File: config.mk
export PLATFORM = sky130hd
export DESIGN_NAME = segre_pipeline_controller_flat
export DESIGN_NICKNAME = d
export VERILOG_FILES = /design/src/rtl/segre_pkg.sv /design/src/rtl/segre_pipeline_controller_if.sv /design/src/rtl/segre_stall_monitor.sv /design/src/rtl/segre_pipeline_controller.sv /design/src/flat_wrapper.sv
export SDC_FILE = /design/constraint.sdc
export NUM_CORES = 1
export LEC_CHECK = 0
export CAP_MARGIN = 25
export CORE_MARGIN = 1
export CORE_UTILIZATION = 42
export DETAILED_ROUTE_END_ITERATION = 12
export PLACE_DENSITY = 0.79
export SLEW_MARGIN = 10
export SYNTH_ARGS = -nofsm -noshare
export SYNTH_HDL_FRONTEND = slang
export SYNTH_SLANG_ARGS = --single-unit
export TNS_END_PERCENT = 50
File: constraint.sdc
create_clock -name clk_i -period 2.12 [get_ports clk_i]
set_input_delay 0.424 -clock clk_i [delete_from_list [all_inputs] [get_ports clk_i]]
set_output_delay 0.424 -clock clk_i [all_outputs]
set_load 0.05 [all_outputs]
File: src/rtl/segre_pkg.sv
// Shared types and stage indices for the segre core control unit.
// The stage indices fix the bit order of every per-stage vector.
package segre_pkg;

  localparam int NUM_STAGES = 5;
  localparam int STAGE_IF   = 0;
  localparam int STAGE_ID   = 1;
  localparam int STAGE_EX   = 2;
  localparam int STAGE_MEM  = 3;
  localparam int STAGE_WB   = 4;

  typedef enum logic [2:0] {
    IF_STATE,
    ID_STATE,
    EX_STATE,
    MEM_STATE,
    WB_STATE
  } fsm_state_e;

  typedef enum logic [2:0] {
    STALL_NONE,
    STALL_IF,
    STALL_HAZ,
    STALL_BR,
    STALL_MEM
  } stall_cause_e;

  // The multicycle states are numbered in stage order, so a state maps directly to a stage bit.
  function automatic logic [NUM_STAGES-1:0] stage_onehot(fsm_state_e s);
    return NUM_STAGES'(1) << s;
  endfunction

endpackage

File: src/rtl/segre_pipeline_controller_if.sv
// Bundle between the control unit and the datapath: hit/hazard status in, per-stage control out.
// master is the controller side, slave the datapath side.
interface segre_pipeline_controller_if #(
  parameter int CNT_WIDTH = 32
);
  import segre_pkg::*;

  logic                  if_hit_i;
  logic                  mem_instr_i;
  logic                  dc_busy_i;
  logic                  dc_hit_i;
  logic                  raw_hazard_i;
  logic                  branch_taken_i;

  fsm_state_e            state_o;
  logic [NUM_STAGES-1:0] stage_valid_o;
  logic [NUM_STAGES-1:0] stage_en_o;
  logic [NUM_STAGES-1:0] flush_o;
  logic                  pc_redirect_o;
  stall_cause_e          stall_cause_o;
  logic [CNT_WIDTH-1:0]  stall_cnt_o;
  logic                  watchdog_o;

  modport master (
    input  if_hit_i, mem_instr_i, dc_busy_i, dc_hit_i, raw_hazard_i, branch_taken_i,
    output state_o, stage_valid_o, stage_en_o, flush_o, pc_redirect_o,
           stall_cause_o, stall_cnt_o, watchdog_o
  );

  modport slave (
    output if_hit_i, mem_instr_i, dc_busy_i, dc_hit_i, raw_hazard_i, branch_taken_i,
    input  state_o, stage_valid_o, stage_en_o, flush_o, pc_redirect_o,
           stall_cause_o, stall_cnt_o, watchdog_o
  );

endinterface

File: src/rtl/segre_stall_monitor.sv
// Saturating count of stalled cycles plus a sticky watchdog on consecutive MEM-stall cycles.
// WDOG_CYCLES = 0 removes the watchdog entirely.
module segre_stall_monitor #(
  parameter int CNT_WIDTH   = 32,
  parameter int WDOG_CYCLES = 1024
) (
  input  logic                 clk_i,
  input  logic                 rsn_i,
  input  logic                 stall_i,
  input  logic                 mem_stall_i,
  output logic [CNT_WIDTH-1:0] stall_cnt_o,
  output logic                 watchdog_o
);

  logic [CNT_WIDTH-1:0] cnt_q, cnt_d;

  always_comb begin
    cnt_d = cnt_q;
    if (stall_i && (cnt_q != '1)) cnt_d = cnt_q + CNT_WIDTH'(1);
  end

  always_ff @(posedge clk_i) begin
    if (!rsn_i) cnt_q <= '0;
    else        cnt_q <= cnt_d;
  end

  assign stall_cnt_o = cnt_q;

  generate
    if (WDOG_CYCLES == 0) begin : g_no_wdog
      assign watchdog_o = 1'b0;
    end else begin : g_wdog
      localparam int RUN_W = $clog2(WDOG_CYCLES + 1);
      localparam logic [RUN_W-1:0] RUN_LIMIT = RUN_W'(WDOG_CYCLES);

      logic [RUN_W-1:0] run_q, run_d;
      logic             wdog_q, wdog_d;

      // The run length parks at the limit so a very long stall cannot wrap it.
      always_comb begin
        run_d = '0;
        if (mem_stall_i) run_d = (run_q == RUN_LIMIT) ? run_q : run_q + RUN_W'(1);
        wdog_d = wdog_q | (run_d == RUN_LIMIT);
      end

      always_ff @(posedge clk_i) begin
        if (!rsn_i) begin
          run_q  <= '0;
          wdog_q <= 1'b0;
        end else begin
          run_q  <= run_d;
          wdog_q <= wdog_d;
        end
      end

      assign watchdog_o = wdog_q;
    end
  endgenerate

endmodule

File: src/rtl/segre_pipeline_controller.sv
// Core control unit: either one-instruction-in-flight IF/ID/EX/MEM/WB sequencing or 5-stage
// pipeline control with stalls, branch flush, stall counter and MEM-stall watchdog.
module segre_pipeline_controller
  import segre_pkg::*;
#(
  parameter bit PIPELINED   = 1'b1,
  parameter int CNT_WIDTH   = 32,
  parameter int WDOG_CYCLES = 1024
) (
  input logic                         clk_i,
  input logic                         rsn_i,
  segre_pipeline_controller_if.master bus
);

  fsm_state_e            state;
  logic [NUM_STAGES-1:0] valid;
  logic [NUM_STAGES-1:0] en;
  logic [NUM_STAGES-1:0] flush;
  logic                  redirect;
  logic                  mem_st;
  stall_cause_e          cause;
  logic [CNT_WIDTH-1:0]  stall_cnt;
  logic                  watchdog;

  generate
    if (PIPELINED) begin : g_pipe
      logic [NUM_STAGES-1:0] valid_q, valid_d;
      logic                  mem_st_w, haz_st, if_st, br;

      always_ff @(posedge clk_i) begin
        if (!rsn_i) valid_q <= '0;
        else        valid_q <= valid_d;
      end

      always_comb begin
        mem_st_w = valid_q[STAGE_MEM] & (bus.dc_busy_i | (bus.mem_instr_i & ~bus.dc_hit_i));
        haz_st   = valid_q[STAGE_ID] & bus.raw_hazard_i;
        if_st    = valid_q[STAGE_IF] & ~bus.if_hit_i;
        br       = valid_q[STAGE_EX] & bus.branch_taken_i;

        valid_d  = {valid_q[NUM_STAGES-2:0], 1'b1};
        en       = '1;
        flush    = '0;
        redirect = 1'b0;
        cause    = STALL_NONE;

        if (mem_st_w) begin
          // Everything up to MEM freezes; a branch in EX waits there until MEM drains.
          en                  = '0;
          en[STAGE_WB]        = 1'b1;
          valid_d             = valid_q;
          valid_d[STAGE_WB]   = 1'b0;
          cause               = STALL_MEM;
        end else if (br) begin
          // The younger instruction in ID is squashed, so a hazard it raised is moot.
          redirect            = 1'b1;
          flush[STAGE_IF]     = 1'b1;
          flush[STAGE_ID]     = 1'b1;
          valid_d[STAGE_ID]   = 1'b0;
          valid_d[STAGE_EX]   = 1'b0;
          cause               = STALL_BR;
        end else if (haz_st) begin
          en[STAGE_IF]        = 1'b0;
          en[STAGE_ID]        = 1'b0;
          valid_d[STAGE_IF]   = valid_q[STAGE_IF];
          valid_d[STAGE_ID]   = valid_q[STAGE_ID];
          valid_d[STAGE_EX]   = 1'b0;
          cause               = STALL_HAZ;
        end else if (if_st) begin
          en[STAGE_IF]        = 1'b0;
          valid_d[STAGE_IF]   = valid_q[STAGE_IF];
          valid_d[STAGE_ID]   = 1'b0;
          cause               = STALL_IF;
        end
      end

      assign valid  = valid_q;
      assign state  = IF_STATE;
      assign mem_st = mem_st_w;
    end else begin : g_mc
      fsm_state_e state_q, state_d;
      logic       hold;

      always_ff @(posedge clk_i) begin
        if (!rsn_i) state_q <= IF_STATE;
        else        state_q <= state_d;
      end

      always_comb begin
        state_d = state_q;
        hold    = 1'b0;
        cause   = STALL_NONE;
        case (state_q)
          IF_STATE: begin
            if (bus.if_hit_i) state_d = ID_STATE;
            else              cause   = STALL_IF;
          end
          ID_STATE: state_d = EX_STATE;
          EX_STATE: state_d = MEM_STATE;
          MEM_STATE: begin
            if (bus.dc_busy_i | (bus.mem_instr_i & ~bus.dc_hit_i)) begin
              hold  = 1'b1;
              cause = STALL_MEM;
            end else begin
              state_d = WB_STATE;
            end
          end
          WB_STATE: state_d = IF_STATE;
          default:  state_d = IF_STATE;
        endcase
        en = (state_d != state_q) ? stage_onehot(state_d) : '0;
      end

      assign valid    = stage_onehot(state_q);
      assign flush    = '0;
      assign redirect = 1'b0;
      assign state    = state_q;
      assign mem_st   = hold;
    end
  endgenerate

  segre_stall_monitor #(
    .CNT_WIDTH  (CNT_WIDTH),
    .WDOG_CYCLES(WDOG_CYCLES)
  ) u_stall_monitor (
    .clk_i      (clk_i),
    .rsn_i      (rsn_i),
    .stall_i    (cause != STALL_NONE),
    .mem_stall_i(mem_st),
    .stall_cnt_o(stall_cnt),
    .watchdog_o (watchdog)
  );

  assign bus.state_o       = state;
  assign bus.stage_valid_o = valid;
  assign bus.stage_en_o    = en;
  assign bus.flush_o       = flush;
  assign bus.pc_redirect_o = redirect;
  assign bus.stall_cause_o = cause;
  assign bus.stall_cnt_o   = stall_cnt;
  assign bus.watchdog_o    = watchdog;

endmodule
File: src/flat_wrapper.sv
// flat-port wrapper written by rule: the top's interface ports become plain ports
module segre_pipeline_controller_flat import segre_pkg::*;
#(
  parameter bit PIPELINED   = 1'b1,
  parameter int CNT_WIDTH   = 32,
  parameter int WDOG_CYCLES = 1024
)
  (clk_i, rsn_i, bus_if_hit_i, bus_mem_instr_i, bus_dc_busy_i, bus_dc_hit_i, bus_raw_hazard_i, bus_branch_taken_i, bus_state_o, bus_stage_valid_o, bus_stage_en_o, bus_flush_o, bus_pc_redirect_o, bus_stall_cause_o, bus_stall_cnt_o, bus_watchdog_o);
  segre_pipeline_controller_if #(.CNT_WIDTH(CNT_WIDTH)) bus_i ();
  input logic clk_i;
  input logic rsn_i;
  input wire logic [$bits(bus_i.if_hit_i)-1:0] bus_if_hit_i;
  input wire logic [$bits(bus_i.mem_instr_i)-1:0] bus_mem_instr_i;
  input wire logic [$bits(bus_i.dc_busy_i)-1:0] bus_dc_busy_i;
  input wire logic [$bits(bus_i.dc_hit_i)-1:0] bus_dc_hit_i;
  input wire logic [$bits(bus_i.raw_hazard_i)-1:0] bus_raw_hazard_i;
  input wire logic [$bits(bus_i.branch_taken_i)-1:0] bus_branch_taken_i;
  output wire logic [$bits(bus_i.state_o)-1:0] bus_state_o;
  output wire logic [$bits(bus_i.stage_valid_o)-1:0] bus_stage_valid_o;
  output wire logic [$bits(bus_i.stage_en_o)-1:0] bus_stage_en_o;
  output wire logic [$bits(bus_i.flush_o)-1:0] bus_flush_o;
  output wire logic [$bits(bus_i.pc_redirect_o)-1:0] bus_pc_redirect_o;
  output wire logic [$bits(bus_i.stall_cause_o)-1:0] bus_stall_cause_o;
  output wire logic [$bits(bus_i.stall_cnt_o)-1:0] bus_stall_cnt_o;
  output wire logic [$bits(bus_i.watchdog_o)-1:0] bus_watchdog_o;
  assign bus_i.if_hit_i = bus_if_hit_i;
  assign bus_i.mem_instr_i = bus_mem_instr_i;
  assign bus_i.dc_busy_i = bus_dc_busy_i;
  assign bus_i.dc_hit_i = bus_dc_hit_i;
  assign bus_i.raw_hazard_i = bus_raw_hazard_i;
  assign bus_i.branch_taken_i = bus_branch_taken_i;
  assign bus_state_o = bus_i.state_o;
  assign bus_stage_valid_o = bus_i.stage_valid_o;
  assign bus_stage_en_o = bus_i.stage_en_o;
  assign bus_flush_o = bus_i.flush_o;
  assign bus_pc_redirect_o = bus_i.pc_redirect_o;
  assign bus_stall_cause_o = bus_i.stall_cause_o;
  assign bus_stall_cnt_o = bus_i.stall_cnt_o;
  assign bus_watchdog_o = bus_i.watchdog_o;
  segre_pipeline_controller #(.PIPELINED(PIPELINED), .CNT_WIDTH(CNT_WIDTH), .WDOG_CYCLES(WDOG_CYCLES)) u_core (.clk_i(clk_i), .rsn_i(rsn_i), .bus(bus_i));
endmodule
# Word-level counts from Yosys, hierarchy flattened
# Index checks and enable logic that the tools add are counted.
# W data, S select, Z words.
[op_classes] n_addsub=2 n_mul=0 div_mod_pow=0 magnitude_cmp=0 eq_ne=5 n_shift=0 muxes=21 bitwise_logic=11 reduce_logical=5
[ops] operator="$add A32 B1 Y32 const B" count=1
[ops] operator="$ne A32 B32 Y1 const B" count=1
[ops] operator="$eq A11 B11 Y1 const B" count=2
[ops] operator="$mux W11" count=2
[ops] operator="$mux W2" count=8
[ops] operator="$add A11 B1 Y11 const B" count=1
[ops] operator="$mux W3" count=3
[ops] operator="$mux W1" count=8
[ops] operator="$and A1 B1 Y1" count=5
[ops] operator="$ne A2 B2 Y1 const B" count=2
[ops] operator="$not A1 Y1" count=4
[ops] operator="$reduce_and A3 Y1" count=1
[ops] operator="$reduce_bool A3 Y1" count=1
[ops] operator="$or A1 B1 Y1" count=2
[ops] operator="$reduce_and A2 Y1" count=1
[ops] operator="$reduce_or A2 Y1" count=1
[ops] operator="$logic_and A1 B1 Y1" count=1
[word_totals] ff_bits=49 latch_bits=0 mem_bits_rw=0 rom_bits=0 mem_count=0

# Logic depth before layout (Yosys ltp)
# Gate-level depths: netlist of run 1.
[logic_depth] ltp_word=8 depth_mapped=8 ltp_nobuf=7

# Modules after synthesis
# A second synthesis of run 1 with hierarchy kept.
[hier_totals] cells_unflattened=326 hier_area_um2=2741.4
[modules_own_cells] module="segre_stall_monitor" n_inst=1 cells_each=282 area_each_um2=2357.3 seq_area_each_um2=880.8
[modules_own_cells] module="segre_pipeline_controller" n_inst=1 cells_each=44 area_each_um2=384.1 seq_area_each_um2=100.1

# Least setup slack after synthesis of run 1
# OpenSTA, ideal clock, no wires.
[synth_path] path_kind="input to output" startpoint="input bus_mem_instr_i" endpoint="output bus_flush_o[0]" t_arrival_ps=2513 required_ps=1696 slack_ps=-817 stages=6 cell_sequence="nor2b_1 > o21ai_2 > inv_1 > buf_4 > nor2_1 > buf_4"
[synth_between] elab_chain_cells=4
[synth_rtl] item="start: declaration" line_no="flat_wrapper.sv:13" source="input wire logic [$bits(bus_i.mem_instr_i)-1:0] bus_mem_instr_i;"
[synth_rtl] item="$and A1 B1 Y1" line_no="segre_pipeline_controller.sv:36" source="mem_st_w = valid_q[STAGE_MEM] & (bus.dc_busy_i | (bus.mem_instr_i & ~bus.dc_hit_i));"
[synth_rtl] item="$or A1 B1 Y1" line_no="segre_pipeline_controller.sv:36"
[synth_rtl] item="$and A1 B1 Y1" line_no="segre_pipeline_controller.sv:36"
[synth_rtl] item="via u_core.g_pipe.mem_st_w" line_no="segre_pipeline_controller.sv:28" source="logic mem_st_w, haz_st, if_st, br;"
[synth_rtl] item="$mux W2" line_no="segre_pipeline_controller.sv:47" source="if (mem_st_w) begin"
[synth_rtl] item="end: declaration" line_no="flat_wrapper.sv:21" source="output wire logic [$bits(bus_i.flush_o)-1:0] bus_flush_o;"
# The timed path passes the listed nets, and every way through them passes these cells.

# Final worst setup path of run 1
[layout_path] startpoint="input bus_if_hit_i" endpoint="output bus_stall_cause_o[0]"
[layout_between] elab_chain_cells=6
[layout_rtl] item="start: declaration" line_no="flat_wrapper.sv:12" source="input wire logic [$bits(bus_i.if_hit_i)-1:0] bus_if_hit_i;"
[layout_rtl] item="$not A1 Y1" line_no="segre_pipeline_controller.sv:38" source="if_st = valid_q[STAGE_IF] & ~bus.if_hit_i;"
[layout_rtl] item="$and A1 B1 Y1" line_no="segre_pipeline_controller.sv:38"
[layout_rtl] item="$mux W1" line_no="segre_pipeline_controller.sv:69" source="end else if (if_st) begin"
[layout_rtl] item="$mux W3" line_no="segre_pipeline_controller.sv:62" source="end else if (haz_st) begin"
[layout_rtl] item="$mux W3" line_no="segre_pipeline_controller.sv:54" source="end else if (br) begin"
[layout_rtl] item="$mux W3" line_no="segre_pipeline_controller.sv:47"
[layout_rtl] item="end: declaration" line_no="flat_wrapper.sv:23" source="output wire logic [$bits(bus_i.stall_cause_o)-1:0] bus_stall_cause_o;"
# No other way between the ends.

==> qor.yml, run 1 <==
power_and_ir_drop:
  p_switching_uw: 447
  seqPwrFrac_pct: 53.3
  sw_frac_of_total_pct: 25.5
  power_report.internal_total_mw: 1.31
  pwr_density_cell_nw_per_um2: 452
  total_power_mw: 1.75
  static-leakage-power_nw: 1.34
  combPwrFrac_pct: 12.6
  clkPwrFrac_pct: 34.1
  worst_ir_drop_vdd_mv: 0.281
grt:
  gr-usage-all-layers_pct: 19.4
  grt_first_pass_wirelength_um: 11300
  globalRoute.totalOverflow: 0
  first_global_vias: 2512
  number_of_antenna_violations_at_the_first_check_in_global_routing: 0
  pin_count_of_the_biggest_net_entering_global_routing: 28
synthesis:
  yosys.area.top_type: "dfxtp_1"
  synth.top_cells.by_area: "dfxtp_1, mux2i_1, nand2_1, a21oi_1, buf_4"
  post-synth-top-count-cell: "dfxtp_1"
  synth_top_cell_area_share_pct: 35.1
  ys_async_sr_fraction_pct: 0
  syn_area_um2: 2790
  synthesis.yosys.warnings: 0
  netlist_instances: 334
  synth_sequential_area_ratio_pct: 35.1
  syn_area_per_cell_um2: 8.36
  synth.distinct_cells: 55
  synth.cells.most_frequent: "dfxtp_1, nand2_1, a21oi_1, nor2_1, nand3_1"
  prevailing_post_synth_register_cell: "dfxtp_1"
  synth-seq-cells: 49
  synth-edff-count: 0
setup_path:
  cp-endpoint: "bus_stall_cause_o[0]"
  critical_path_required_ps: 1700
  r2r_start: "u_core.u_stall_monitor.g_wdog.run_q[1]$_SDFF_PN0_"
  worstSetupStartpoint: "bus_if_hit_i"
  cp-end-kind: "output pin"
  cp_class: "in2out"
  crit-reg2reg-capture: "u_core.u_stall_monitor.watchdog_o$_SDFF_PN0_"
  critical-path-slowest-cell: "clkdlybuf4s50_1"
  worst-path-max-fanout: 2
  setup.worst_path.start_class: "input port"
  r2r_setup_slk_ps: 120
  most_numerous_cell_on_the_critical_path: "nand2b_1"
  cp_cell_sequence: "clkdlybuf4s50_1 > nand2b_1 > buf_4 > nand2b_1 > a21oi_2 > buf_12"
  timing.reg2reg.worst_path_depth: 7
  critical_path.max_stage_delay_ps: 430
  worst_ep_arrival_time_ps: 1640
hold_path:
  hold_crit_class: "reg2reg"
  min-delay-start: "u_core.u_stall_monitor.stall_cnt_o[20]$_SDFFE_PN0P_"
  worstHoldPathCells: 2
sta:
  fin_ws_ps: 60.4
  clock.fmax_mhz: 486
  worst_pin_slew_ps: 511
  timing.max_slew.rel_slack_pct: 65.8
  post-route-min-period_ps: 2060
  setup_repair_after_global_routing_missed_its_margin: "no"
  slew_viol_final: 0
  setup_violations: 0
  timing.hold.ws_ps: 482
  min_period_over_period_pct: 97.2
  worst_clock_skew_ps: 4.81
  count_of_endpoints_failing_hold_in_the_final_timing_report: 0
final_layout:
  post_route_cells_drive_above_1_share_pct: 21.3
  antenna_cells_inserted: 0
  num-fill-cells: 561
  multiInputGateArea_um2: 1670
  area.growth.synth_to_final_pct: 39.0
  nets: 424
  post-route-util_pct: 60.8
  sequential_cell_area_um2: 995
detailed_routing:
  uppermost_signal_routing_layer_after_detailed_routing: "met4"
  wire_per_inst_um: 13.7
  vias_per_cell: 5.59
  detailed_routing_wirelength_on_met1_um: 3060
  firstDrtPassIters: 4
  wirelength_um: 6740
  route.detailed.drc: 0
  wl_met3_um: 313
  num_vias: 2745
  drt_iter0_markers: 137
  dr_wl_met2_um: 3320
  drtAntennaViolNets: 0
place:
  detailedPlace.worstSlack_ps: -197
  gp_congestion: 0.841
  detailedPlacementHpwl_um: 4860
  port-buffer-count: 55
floorplan:
  num_rows: 29
  start_util_pct: 43.7
  core_region_area_um2: 6390
  die_w_um: 83.5
  io_pins: 63
  die-area_um2: 6980
  die_h_um: 83.5
cts:
  clock_tree.buffer_depth: 2
  cts_hold_buffers: 0
  cts_tree: "yes"
  cts_root_buf: "clkbuf_8"
  ctsHtreeMaxLevel: 2
  numCtsBuffers: 5
  clock_latency_at_the_later_pin_of_the_worst_skew_pair_ps: 300
  clk_pin_slew_worst_paths_ps: 90
  numClockSinks: 49
outcome:
  status: "complete, no violations"
flow_run:
  cap_viol_max_count: 0
per-stage QoR:
stage          cell area, µm²  instances  TNS (ps)
5_1_grt                  3880        491         0
6_report                 3880        491         0
3_3_place_gp             3700        479     -1450
3_5_place_dp             3700        479     -2230
4_1_cts                  3860        489         0
2_1_floorplan            2870        339     -70.9
layout by cell type (no fill, tap or decap), drive strengths merged, types with 9 or more instances in the layout:
master / n
clkdlybuf4s50: 42
nor4: 14
nor2: 25
dfxtp: 49
buf: 49
nand3: 21
o31ai: 13
nand2: 34
nand2b: 14
nand4: 9
a21oi: 25
or4: 14
mux2i: 13
registers in the layout (all words and copies together), names as in the netlist:
| signal | count |
|---|---|
| u_core.u_stall_monitor.g_wdog.run_q | 11 |
| u_core.u_stall_monitor.stall_cnt_o | 32 |
| u_core.u_stall_monitor.watchdog_o | 1 |
| u_core.bus.stage_valid_o | 5 |
repair_timing:
action / in CTS / in global routing
pin swaps: 2 / 2
setup buffers: 1 / 2
setup endpoints to repair: 7 / 19
gates cloned: 1 / 0
resized for setup: 5 / 4
worst min path at each step:
stage | slack (ps) | end
floorplan | 500 | u_core.bus.stage_valid_o[4]$_SDFF_PP0_
global placement | 460 | u_core.u_stall_monitor.watchdog_o$_SDFF_PN0_
detailed placement | 460 | u_core.u_stall_monitor.watchdog_o$_SDFF_PN0_
CTS | 480 | u_core.u_stall_monitor.stall_cnt_o[20]$_SDFFE_PN0P_
global route | 500 | u_core.u_stall_monitor.stall_cnt_o[20]$_SDFFE_PN0P_
finish | 480 | u_core.u_stall_monitor.stall_cnt_o[20]$_SDFFE_PN0P_
final cells by class:
type | instances | area share [%]
Clock buffer | 7 | 2.48
Clock inverter | 1 | 0.129
Inverter | 7 | 0.677
Multi-Input combinational cell | 255 | 42.9
Sequential cell | 49 | 25.6
Tap cell | 77 | 2.48
Timing Repair Buffer | 95 | 25.7
metal layers:
layer,vias to the layer above,track usage [%]
li1,1376,-
met1,1299,25.0
met2,64,33.8
met3,6,3.46
met4,0,4.16
met5,-,0
power by group through the flow:
stage,sequential [mW],clock [mW],combinational [mW]
global placement,0.957,0,0.214
finish,0.936,0.597,0.221
floorplan,0.979,0,0.117
CTS,0.936,0.617,0.222
detailed placement,0.957,0,0.218
global route,0.938,0.655,0.233
cell families (layout without fill, tap and decap cells):
group | count (synthesis) | in the layout | share of synthesized area (%)
simple gates | 159 | 159 | 32.9
fa+ha+maj | 3 | 3 | 1.34
flops | 49 | 49 | 35.1
mux | 13 | 13 | 4.66
xor+xnor | 12 | 12 | 3.77
compound gates | 61 | 61 | 14.3
buf+inv | 35 | 110 | 7.62
other cells | 2 | 7 | 0.269
worst max-delay path, delay by kind of cell:
kind / cells / cell delay [ps]
and+or+nand+nor: 2 / 310
AOI/OAI and AO/OA: 1 / 180
buffers and inverters: 3 / 710
No activity file was read; power rests on OpenSTA's default activity.
==> inputs of run 2 (changes only) <==
--- a/config.mk
+++ b/config.mk
@@ -7,9 +7,10 @@
 export LEC_CHECK = 0
 export CAP_MARGIN = 25
 export CORE_MARGIN = 1
-export CORE_UTILIZATION = 42
+export CORE_UTILIZATION = 40
 export DETAILED_ROUTE_END_ITERATION = 12
-export PLACE_DENSITY = 0.79
+export PLACE_DENSITY = 0.76
+export RECOVER_POWER = 50
 export SLEW_MARGIN = 10
 export SYNTH_ARGS = -nofsm -noshare
 export SYNTH_HDL_FRONTEND = slang
==> run 2 against run 1 <==
Against the previous run:
- via count decreased by 2.3%
- critical path type is now in2reg
- register-to-register slack about the same
- total power is 5.9% higher
- non-clock buffer count is 9 lower
- first-iteration DRC count is 28% lower
- largest power group unchanged
- largest cell class unchanged
- clock skew grew 6.6 ps
==> qor.yml, run 2 (synthesis gave the netlist of run 1 again) <==
final_layout:
  design_area_final_um2: 3810
  sequential_cell_area_um2: 993
  commonest_non_fill_non_tap_cell_in_the_layout: "clkdlybuf4s50_1"
  most-common-layout-cells: "clkdlybuf4s50_1, dfxtp_1, nand2_1, buf_4, nor2_1"
  largest_reg_flops: 32
  layout.cells.non_filler: 485
  antenna_cells_inserted: 0
  post_route_cells_drive_above_1_share_pct: 19.3
  num-fill-cells: 605
  area.growth.synth_to_final_pct: 36.6
  post-route-util_pct: 56.4
  multiInputGateArea_um2: 1670
  nets: 415
setup_path:
  worst_ep_arrival_time_ps: 2290
  critical_path_required_ps: 2360
  worstPathBufferInverterCount: 3
  cp-end-kind: "flip-flop"
  setup.worst_path.start_class: "input port"
  critical_path.max_stage_delay_ps: 510
  cp_class: "in2reg"
  critical-path-slowest-cell: "or4_1"
  critPathTopFamily: "buffers and inverters"
  cp_cell_sequence: "clkdlybuf4s50_1 > nor2b_4 > o21ai_4 > inv_6 > o2111ai_1 > buf_6 > or4_1 > a21oi_1"
  worst-path-max-fanout: 17
cts:
  cts_root_buf: "clkbuf_8"
  cts_hold_buffers: 0
  clock_latency_at_the_later_pin_of_the_worst_skew_pair_ps: 300
  numClockSinks: 49
  clk_pin_slew_worst_paths_ps: 90
  numCtsBuffers: 5
  clock_tree.buffer_depth: 2
  ctsHtreeMaxLevel: 2
  cts_tree: "yes"
grt:
  pin_count_of_the_biggest_net_entering_global_routing: 31
  grt_first_pass_wirelength_um: 11100
  first_global_vias: 2494
  number_of_antenna_violations_at_the_first_check_in_global_routing: 0
  gr-usage-all-layers_pct: 18.7
  globalRoute.totalOverflow: 0
place:
  placed_cell_area_um2: 3680
  port-buffer-count: 55
  placed_instances: 478
  detailedPlacementHpwl_um: 4880
  detailedPlace.worstSlack_ps: -175
  gp_congestion: 0.871
sta:
  worst_pin_slew_ps: 507
  count_of_endpoints_failing_hold_in_the_final_timing_report: 0
  clock.fmax_mhz: 488
  slew_viol_final: 0
  setup_violations: 0
  setup_tns_ps: 0
  timing.max_slew.rel_slack_pct: 66.1
  timing.hold.ws_ps: 489
  setup_repair_after_global_routing_missed_its_margin: "yes"
  worst_clock_skew_ps: 11.4
  fin_ws_ps: 68.7
  post-route-min-period_ps: 2050
  min_period_over_period_pct: 96.8
detailed_routing:
  drtAntennaViolNets: 0
  firstDrtPassIters: 5
  wirelength_um: 6650
  num_vias: 2682
  vias_per_cell: 5.53
  route.detailed.drc: 0
  drt_iter0_markers: 98
  wire_per_inst_um: 13.7
floorplan:
  num_rows: 30
  die_h_um: 85.5
  die-area_um2: 7320
  io_pins: 63
  core_region_area_um2: 6760
  start_util_pct: 41.3
  die_w_um: 85.5
flow_run:
  cap_viol_max_count: 0
power_and_ir_drop:
  total_power_mw: 1.86
  pwr_density_cell_nw_per_um2: 487
  static-leakage-power_nw: 1.28
  worst_ir_drop_vdd_mv: 0.243
hold_path:
  hold_crit_class: "reg2reg"
outcome:
  status: "complete, no violations"
-- run 2: area by class of cell --
| type | count | area share [%] |
|---|---|---|
| timing repair buffer | 86 | 23.6 |
| sequential | 49 | 26.1 |
| inverter | 7 | 0.820 |
| clock buffer | 7 | 2.26 |
| clock inverter | 1 | 0.788 |
| multi-input combinational | 255 | 43.8 |
| tap | 80 | 2.63 |
-- run 2: final timing paths --
path                                                                          start                                                  end  cells past startpoint  slack, ps
worst max-delay path                                                bus_mem_instr_i  u_core.u_stall_monitor.stall_cnt_o[11]$_SDFFE_PN0P_                      8         70
worst min-delay path            u_core.u_stall_monitor.stall_cnt_o[20]$_SDFFE_PN0P_  u_core.u_stall_monitor.stall_cnt_o[20]$_SDFFE_PN0P_                      2        490
worst max register to register    u_core.u_stall_monitor.g_wdog.run_q[1]$_SDFF_PN0_         u_core.u_stall_monitor.watchdog_o$_SDFF_PN0_                      7        120
worst min register to register  u_core.u_stall_monitor.stall_cnt_o[20]$_SDFFE_PN0P_  u_core.u_stall_monitor.stall_cnt_o[20]$_SDFFE_PN0P_                      2        490
-- run 2: layer usage --
metal | vias up | part of all wire, % | GRT usage (%) | wire (µm)
li1 | 1350 | - | - | -
met1 | 1267 | 44 | 22.5 | 2920
met2 | 59 | 52 | 33.0 | 3440
met3 | 6 | 3.4 | 3.46 | 228
met4 | 0 | 0.96 | 6.97 | 64
met5 | - | 0 | 0 | 0
-- run 2: worst register-to-register path, delay by kind of cell, from the launching register on --
| family | cells | cell delay [ps] |
|---|---|---|
| buffers and inverters | 1 | 70 |
| adder cells (fa/ha/maj) | 1 | 160 |
| AND/OR/NAND/NOR | 3 | 880 |
| flip-flops | 1 | 360 |
| AO/OA/AOI/OAI | 2 | 440 |
-- run 2: repair_timing --
action,in CTS,in global routing
resized for setup,2,5
pin swaps,1,3
setup buffers,0,0
endpoints found under the setup margin,7,23
-- run 2: power by group --
part / switching (mW) / internal [mW] / total [mW]
clock network: 0.316 / 0.385 / 0.701
registers: 0.00735 / 0.927 / 0.934
logic: 0.136 / 0.0864 / 0.223
total: 0.460 / 1.40 / 1.86
